## config.mk

```make
export PLATFORM = sky130hd
export DESIGN_NAME = bcd_countdown_timer
export DESIGN_NICKNAME = d
export VERILOG_FILES = /design/src/rtl/bcd_countdown_timer_pkg.sv /design/src/rtl/bcd_digit_down.sv /design/src/rtl/bcd_countdown_timer.sv
export SDC_FILE = /design/constraint.sdc
export NUM_CORES = 1
export LEC_CHECK = 0
export BUFFER_PORTS_ARGS = -buffer_cell sky130_fd_sc_hd__buf_2
export CORE_MARGIN = 8
export CORE_UTILIZATION = 52
export CTS_BUF_LIST = sky130_fd_sc_hd__clkbuf_16
export CTS_CLUSTER_SIZE = 14
export DETAILED_ROUTE_END_ITERATION = 12
export HOLD_SLACK_MARGIN = 0.03
export PLACE_DENSITY = 0.79
export SETUP_SLACK_MARGIN = 0.02
export SLEW_MARGIN = 10
export SYNTH_ARGS = -nofsm -noshare
export SYNTH_HDL_FRONTEND = slang
export SYNTH_SLANG_ARGS = --single-unit
```

## constraint.sdc

```tcl
create_clock -name ck -period 2.57 [get_ports ck]
set_input_delay 0.771 -clock ck [delete_from_list [all_inputs] [get_ports ck]]
set_output_delay 0.771 -clock ck [all_outputs]
set_load 0.01 [all_outputs]
```

## src/rtl/bcd_countdown_timer_pkg.sv

```systemverilog
// Shared constants for the BCD MM:SS countdown timer: FSM encoding and digit-field layout.
package bcd_countdown_timer_pkg;

    localparam int unsigned DIGIT_W    = 4;
    localparam int unsigned NUM_DIGITS = 4;
    localparam int unsigned BCD_W      = DIGIT_W * NUM_DIGITS;
    localparam int unsigned STATE_W    = 2;

    localparam logic [STATE_W-1:0] ST_IDLE  = 2'd0;
    localparam logic [STATE_W-1:0] ST_RUN   = 2'd1;
    localparam logic [STATE_W-1:0] ST_PAUSE = 2'd2;
    localparam logic [STATE_W-1:0] ST_DONE  = 2'd3;

    // Digit positions inside the 16-bit word {min_tens, min_units, sec_tens, sec_units}
    localparam int unsigned SEC_UNITS_IDX = 0;
    localparam int unsigned SEC_TENS_IDX  = 1;
    localparam int unsigned MIN_UNITS_IDX = 2;
    localparam int unsigned MIN_TENS_IDX  = 3;

    localparam int unsigned SEC_UNITS_LSB = SEC_UNITS_IDX * DIGIT_W;
    localparam int unsigned SEC_TENS_LSB  = SEC_TENS_IDX * DIGIT_W;
    localparam int unsigned MIN_UNITS_LSB = MIN_UNITS_IDX * DIGIT_W;
    localparam int unsigned MIN_TENS_LSB  = MIN_TENS_IDX * DIGIT_W;

    localparam logic [BCD_W-1:0] BCD_ZERO = 16'h0000;
    localparam logic [BCD_W-1:0] BCD_ONE  = 16'h0001;

endpackage

```

## src/rtl/bcd_digit_down.sv

```systemverilog
// One BCD down-counting digit: clear, clamped load, and decrement with wrap to MAX and borrow out.
module bcd_digit_down
    import bcd_countdown_timer_pkg::*;
#(
    parameter int unsigned MAX = 9
) (
    input  logic               ck,
    input  logic               rst_n,
    input  logic               clr,
    input  logic               load,
    input  logic [DIGIT_W-1:0] load_val,
    input  logic               en,
    output logic [DIGIT_W-1:0] q,
    output logic               borrow_c
);

    localparam logic [DIGIT_W-1:0] MAX_D = DIGIT_W'(MAX);

    logic [DIGIT_W-1:0] load_clamped;

    // Out-of-range presets saturate to the digit maximum rather than wrapping
    assign load_clamped = (load_val > MAX_D) ? MAX_D : load_val;
    assign borrow_c     = en && (q == '0);

    always_ff @(negedge ck or negedge rst_n) begin
        if (!rst_n) begin
            q <= '0;
        end else if (clr) begin
            q <= '0;
        end else if (load) begin
            q <= load_clamped;
        end else if (en) begin
            q <= borrow_c ? MAX_D : q - DIGIT_W'(1);
        end
    end

endmodule

```

## src/rtl/bcd_countdown_timer.sv

```systemverilog
// Four-digit BCD MM:SS countdown timer: FSM, command priority decode and end-of-count pulse.
module bcd_countdown_timer
    import bcd_countdown_timer_pkg::*;
#(
    parameter int unsigned SEC_TENS_MAX = 5,
    parameter int unsigned UNITS_MAX    = 9
) (
    input  logic             ck,
    input  logic             rst_n,
    input  logic             clr,
    input  logic             load,
    input  logic [BCD_W-1:0] load_val,
    input  logic             start,
    input  logic             pause,
    input  logic             tick,
    output logic [BCD_W-1:0] q,
    output logic             running,
    output logic             zero,
    output logic             done
);

    logic [STATE_W-1:0] state;
    logic [STATE_W-1:0] state_nx;
    logic               running_nx;
    logic               done_nx;

    logic               load_en;
    logic               dec_en;
    logic               last_tick;
    logic [NUM_DIGITS:0] borrow;
    logic [NUM_DIGITS-1:0][DIGIT_W-1:0] digit;
    logic               unused_borrow;

    // Load is refused while running; a refused load does not mask lower-priority commands
    assign load_en   = !clr && load && (state != ST_RUN);
    assign dec_en    = !clr && !pause && tick && (state == ST_RUN);
    assign last_tick = dec_en && (q == BCD_ONE);

    assign borrow[0]     = dec_en;
    assign unused_borrow = borrow[NUM_DIGITS];

    for (genvar i = 0; i < NUM_DIGITS; i++) begin : g_digit
        localparam int unsigned DMAX = (i == SEC_TENS_IDX) ? SEC_TENS_MAX : UNITS_MAX;

        bcd_digit_down #(
            .MAX(DMAX)
        ) u_digit (
            .ck       (ck),
            .rst_n    (rst_n),
            .clr      (clr),
            .load     (load_en),
            .load_val (load_val[i*DIGIT_W +: DIGIT_W]),
            .en       (borrow[i]),
            .q        (digit[i]),
            .borrow_c (borrow[i+1])
        );
    end

    assign q    = digit;
    assign zero = (q == BCD_ZERO);

    // Next-state decode: clr > load > pause > start > tick
    always_comb begin
        state_nx = state;
        done_nx  = 1'b0;
        if (clr) begin
            state_nx = ST_IDLE;
        end else if (load_en) begin
            state_nx = ST_IDLE;
        end else begin
            case (state)
                ST_IDLE, ST_PAUSE: begin
                    if (start && !zero) begin
                        state_nx = ST_RUN;
                    end
                end
                ST_RUN: begin
                    if (pause) begin
                        state_nx = ST_PAUSE;
                    end else if (last_tick) begin
                        state_nx = ST_DONE;
                        done_nx  = 1'b1;
                    end
                end
                ST_DONE: begin
                    state_nx = ST_DONE;
                end
                default: begin
                    state_nx = ST_IDLE;
                end
            endcase
        end
        running_nx = (state_nx == ST_RUN);
    end

    always_ff @(negedge ck or negedge rst_n) begin
        if (!rst_n) begin
            state   <= ST_IDLE;
            running <= 1'b0;
            done    <= 1'b0;
        end else begin
            state   <= state_nx;
            running <= running_nx;
            done    <= done_nx;
        end
    end

endmodule

```

==> impl_metrics.json, run 1 <==
{
  "status": "aborted with a tool error",
  "haltStage": "4_1_cts",
  "tool.error": "[ERROR DPL-0033] detailed placement checks failed during check placement.",
  "dp_hpwl_mm": 4.10,
  "ys_types": 53,
  "synth_flop_cell": "dfrtn_1",
  "io_buffers": 41,
  "synth_xor_area_share_pct": 0.579,
  "synth_nets": 198,
  "start_util_pct": 54.9,
  "clockBufferDepth": 2,
  "postPlaceCellArea_um2": 2190,
  "yosysTopAreaCellShare_pct": 33.1,
  "synth_area_um2": 1510,
  "ys_seq_area_share_pct": 33.1,
  "numCtsBuffers": 3,
  "synth_cells": 169,
  "place_congestion": 0.950,
  "synthAdderAreaFrac_pct": 4.96,
  "ys_ff_latch": 20,
  "synthMuxAreaShare_pct": 1.41,
  "cts_resized": 82,
  "die_y_um": 69.9,
  "hold_buffers": 0,
  "synth_top_family_by_area": "simple AND/OR/NAND/NOR gates",
  "post_cts_buffers": 16,
  "rows": 19,
  "ios": 42,
  "cts.sinks": 20,
  "ys_async_sr_fraction_pct": 100,
  "synth_top_cell_by_area": "dfrtn_1",
  "fp.dieW_um": 69.9,
  "synth_edf_count": 0,
  "cts_htree_levels": 1,
  "netlist_top_cells_area": "dfrtn_1, ha_1, nand3_1",
  "synth_compound_area_share_pct": 25.6,
  "synthSimpleGateAreaFrac_pct": 27.6,
  "yosys_warnings": 0,
  "cts-root-buf": "clkbuf_16",
  "syn-mean-instance-area_um2": 8.95
}
cell usage after synthesis, types with 2 or more instances:
library cell and n:
o21ai_0 8, nand4_1 5, nor4b_1 3, o31ai_1 2, a31oi_1 7, clkinv_1 2, inv_1 16, buf_2 6
o31a_1 3, nand2b_1 3, ha_1 6, dfrtn_1 20, nand3_2 2, nor2b_1 2, o211ai_1 3, a21oi_1 5
a32oi_1 5, nor2_1 10, and4_1 2, nor3_1 8, o22ai_1 3, nand3_1 12, nand3b_1 2, nand2_1 4
a2111oi_0 2
kinds of logic after synthesis:
logic type / Yosys count
and+or+nand+nor: 65
AOI/OAI and AO/OA: 50
buffers and inverters: 25
DFF: 20
adders and majority gates: 6
muxes: 2
xor gates and xnor gates: 1
per-stage QoR:
stage,TNS [ns],cells,hold WS [ns],setup WS (ns)
after floorplan,-11.16,169,0.562,-0.717
after global placement,-17.08,287,0.564,-0.773
after detailed placement,-17.56,287,0.581,-0.809
==> inputs of run 2 (changes only) <==
Settings changed: CORE_UTILIZATION 52 to 40, CTS_BUF_LIST sky130_fd_sc_hd__clkbuf_16 to not set, CTS_CLUSTER_SIZE 14 to not set, HOLD_SLACK_MARGIN 0.03 to not set, PLACE_DENSITY 0.79 to not set, PLACE_DENSITY_LB_ADDON set to 0.15, SETUP_SLACK_MARGIN 0.02 to not set.
==> impl_metrics.json, run 2 <==
{
  "status": "finished with violations",
  "violations": "setup timing",
  "dr_wl_met2_mm": 3.26,
  "cp_cell_sequence": "inv_2, ha_4, nor3b_4, nand2_2, nor2_4, buf_6",
  "reg.largest.list": "g_digit.u_digit.q (16), state (2)",
  "drc": 0,
  "ys_seq_area_share_pct": 33.1,
  "largest_register": "g_digit.u_digit.q",
  "fin_util_pct": 81.2,
  "top_layer_used": "met4",
  "dieArea_um2": 6010,
  "grt_usage_pct": 18.9,
  "switchingPower_mw": 0.421,
  "pwr-share-seq_pct": 28.6,
  "vias": 2005,
  "nets": 322,
  "ios": 42,
  "die_y_um": 77.5,
  "largest_register_ffs": 16,
  "path_max_fanout": 2,
  "worstSkewPairLatency_ns": 0.28,
  "regArea_um2": 500,
  "cp.required_ns": 1.80,
  "dp_hpwl_mm": 4.23,
  "numCtsBuffers": 3,
  "layout.cells.non_filler": 340,
  "ys_types": 53,
  "fin_hold_ws_ns": 0.642,
  "crit_path_end_kind": "output port",
  "final_cell_area_um2": 2970,
  "io_buffers": 41,
  "dp_cells": 313,
  "place_congestion": 0.922,
  "synthToLayoutAreaGrowth_pct": 96.5,
  "antenna_found_initial": 0,
  "fin_ws_ns": -1.00,
  "drive_gt1_share_pct": 59.9,
  "detail_route.wl_per_cell_um": 19.1,
  "cts.sinks": 20,
  "tightest_slew_ns": 0.584,
  "detail-route-antenna-nets": 0,
  "hold_viol": 0,
  "synth_nets": 198,
  "fill_cells": 213,
  "maxCapViolCount": 0,
  "yosys_warnings": 0,
  "arrival_ns": 2.80,
  "ys_ff_latch": 20,
  "synth_cells": 169,
  "syn-mean-instance-area_um2": 8.95,
  "fin_skew_ns": 0.00608,
  "synth_top_cell_by_area": "dfrtn_1",
  "rsz0062_at_grt": "true",
  "p_sw_share_pct": 32.8,
  "overflow": 0,
  "hold_class": "reg2reg",
  "wl_met3_um": 428,
  "antenna_cells": 0,
  "peakVddDrop_v": 0.000258,
  "postPlaceCellArea_um2": 2290,
  "power.total_mw": 1.28,
  "wl_mm": 6.51,
  "rows": 22,
  "clockBufferDepth": 2,
  "slew_violations": 0,
  "finalSetupViolations": 39,
  "fp.dieW_um": 77.5,
  "grt_pass1_wl_mm": 9.55,
  "p_comb_share_pct": 46.0,
  "multi_input_area_um2": 1180,
  "drt_iter0_markers": 135,
  "crit_type": "reg2out",
  "critPathTopFamily": "simple AND/OR/NAND/NOR gates",
  "p_clk_share_pct": 25.3,
  "cts_tree": "built",
  "start_util_pct": 41.3,
  "grt_max_degree": 21,
  "synth_most_common_cell": "dfrtn_1",
  "synth_area_um2": 1510,
  "drt_pass1_iterations": 4,
  "ys_async_sr_fraction_pct": 100,
  "cts_htree_levels": 1,
  "cp-start-kind": "register",
  "max_slew_margin_pct": 60.5,
  "synth_flop_cell": "dfrtn_1",
  "yosysTopAreaCellShare_pct": 33.1,
  "leakagePower_nw": 1.33,
  "final_common_cell": "buf_4",
  "cp_slowest_cell": "dfrtn_1",
  "final_cell_mix": "buf_4, buf_6, buf_2, dfrtn_1",
  "critical-path-max-stage-delay_ns": 0.37,
  "core-area_um2": 3660,
  "p_int_mw": 0.862,
  "crit_buf_inv": 2,
  "synth_edf_count": 0,
  "cts-root-buf": "clkbuf_8",
  "wl_met1_mm": 2.68,
  "synth_commonest_cells": "dfrtn_1, inv_1, nand3_1",
  "grt_pass1_vias": 2026,
  "path_clk_slew_ns": 0.06,
  "p_per_area_nw_per_um2": 432,
  "netlist_top_cells_area": "dfrtn_1, ha_1, nand3_1",
  "avgViaCountPerCell": 5.90
}
[run 2: power groups by stage]
stage / registers (mW) / logic (mW) / clock network, mW
after floorplan: 0.388 / 0.194 / 0
after global placement: 0.365 / 0.418 / 0
after detailed placement: 0.366 / 0.425 / 0
after CTS: 0.367 / 0.510 / 0.329
after global routing: 0.370 / 0.626 / 0.337
final: 0.368 / 0.591 / 0.325
[run 2: path summary, 6_finish.rpt]
| kind | start | endpoint | slack [ns] | cells after the start |
|---|---|---|---|---|
| worst max-delay path | g_digit[2].u_digit.q[0] | zero | -1.00 | 6 |
| worst min-delay path | g_digit[3].u_digit.q[1] | g_digit[3].u_digit.q[1] | 0.64 | 3 |
| worst max register to register | state[0] | g_digit[3].u_digit.q[3] | 0.49 | 5 |
| worst min register to register | g_digit[3].u_digit.q[1] | g_digit[3].u_digit.q[1] | 0.64 | 3 |
| max in group asynchronous | rst_n | g_digit[3].u_digit.q[0] | 0.81 | 2 |
| min in group asynchronous | rst_n | g_digit[2].u_digit.q[1] | 1.59 | 2 |
[run 2: kinds of logic (layout without fill, tap and decap cells)]
group                      count (synthesis)  count (layout)  share of synthesized area, %
xor gates and xnor gates                   1               1                         0.579
adders and majority gates                  6               6                          4.96
buffers and inverters                     25             148                          6.70
AOI/OAI and AO/OA                         50              50                          25.6
and+or+nand+nor                           65              65                          27.6
muxes                                      2               2                          1.41
DFF                                       20              20                          33.1
[run 2: worst reg2reg max path: cells and delay by family, from the launching register on]
kind | cells | cell delay (ns)
buffers and inverters | 1 | 0.24
AO/OA/AOI/OAI | 2 | 0.54
AND/OR/NAND/NOR | 2 | 0.59
flip-flops | 1 | 0.73
[run 2: stage by stage]
step / setup TNS [ns] / setup WS, ns
finish: -17.41 / -1.00
CTS: -16.60 / -0.928
detailed placement: -18.20 / -0.847
global placement: -17.43 / -0.804
global route: -19.18 / -1.03
floorplan: -11.16 / -0.717
[run 2: area by class of cell]
| class | instances | share of cell area, % |
|---|---|---|
| flip-flops and latches | 20 | 16.8 |
| repair buffers | 126 | 36.2 |
| multi-input cells | 124 | 39.6 |
| clock inverters | 1 | 1.01 |
| clock buffers | 3 | 1.39 |
| well taps | 48 | 2.02 |
| inverters | 18 | 2.95 |
[run 2: routing by layer]
| layer | global-route usage (%) | vias to the layer above |
|---|---|---|
| met1 | 22.8 | 988 |
| met3 | 3.92 | 15 |
| met4 | 8.49 | 0 |
| met2 | 31.8 | 96 |
| li1 | - | 906 |
| met5 | 0 | - |
[run 2: repair_timing]
action / in CTS / in global routing
resized for setup: 60 / 26
hold buffers: 0 / 0
cloned: 0 / 0
setup buffers: 8 / 19
endpoints found under the setup margin: 39 / 39
pin swaps: 12 / 19
No activity file was read; power rests on OpenSTA's default activity.
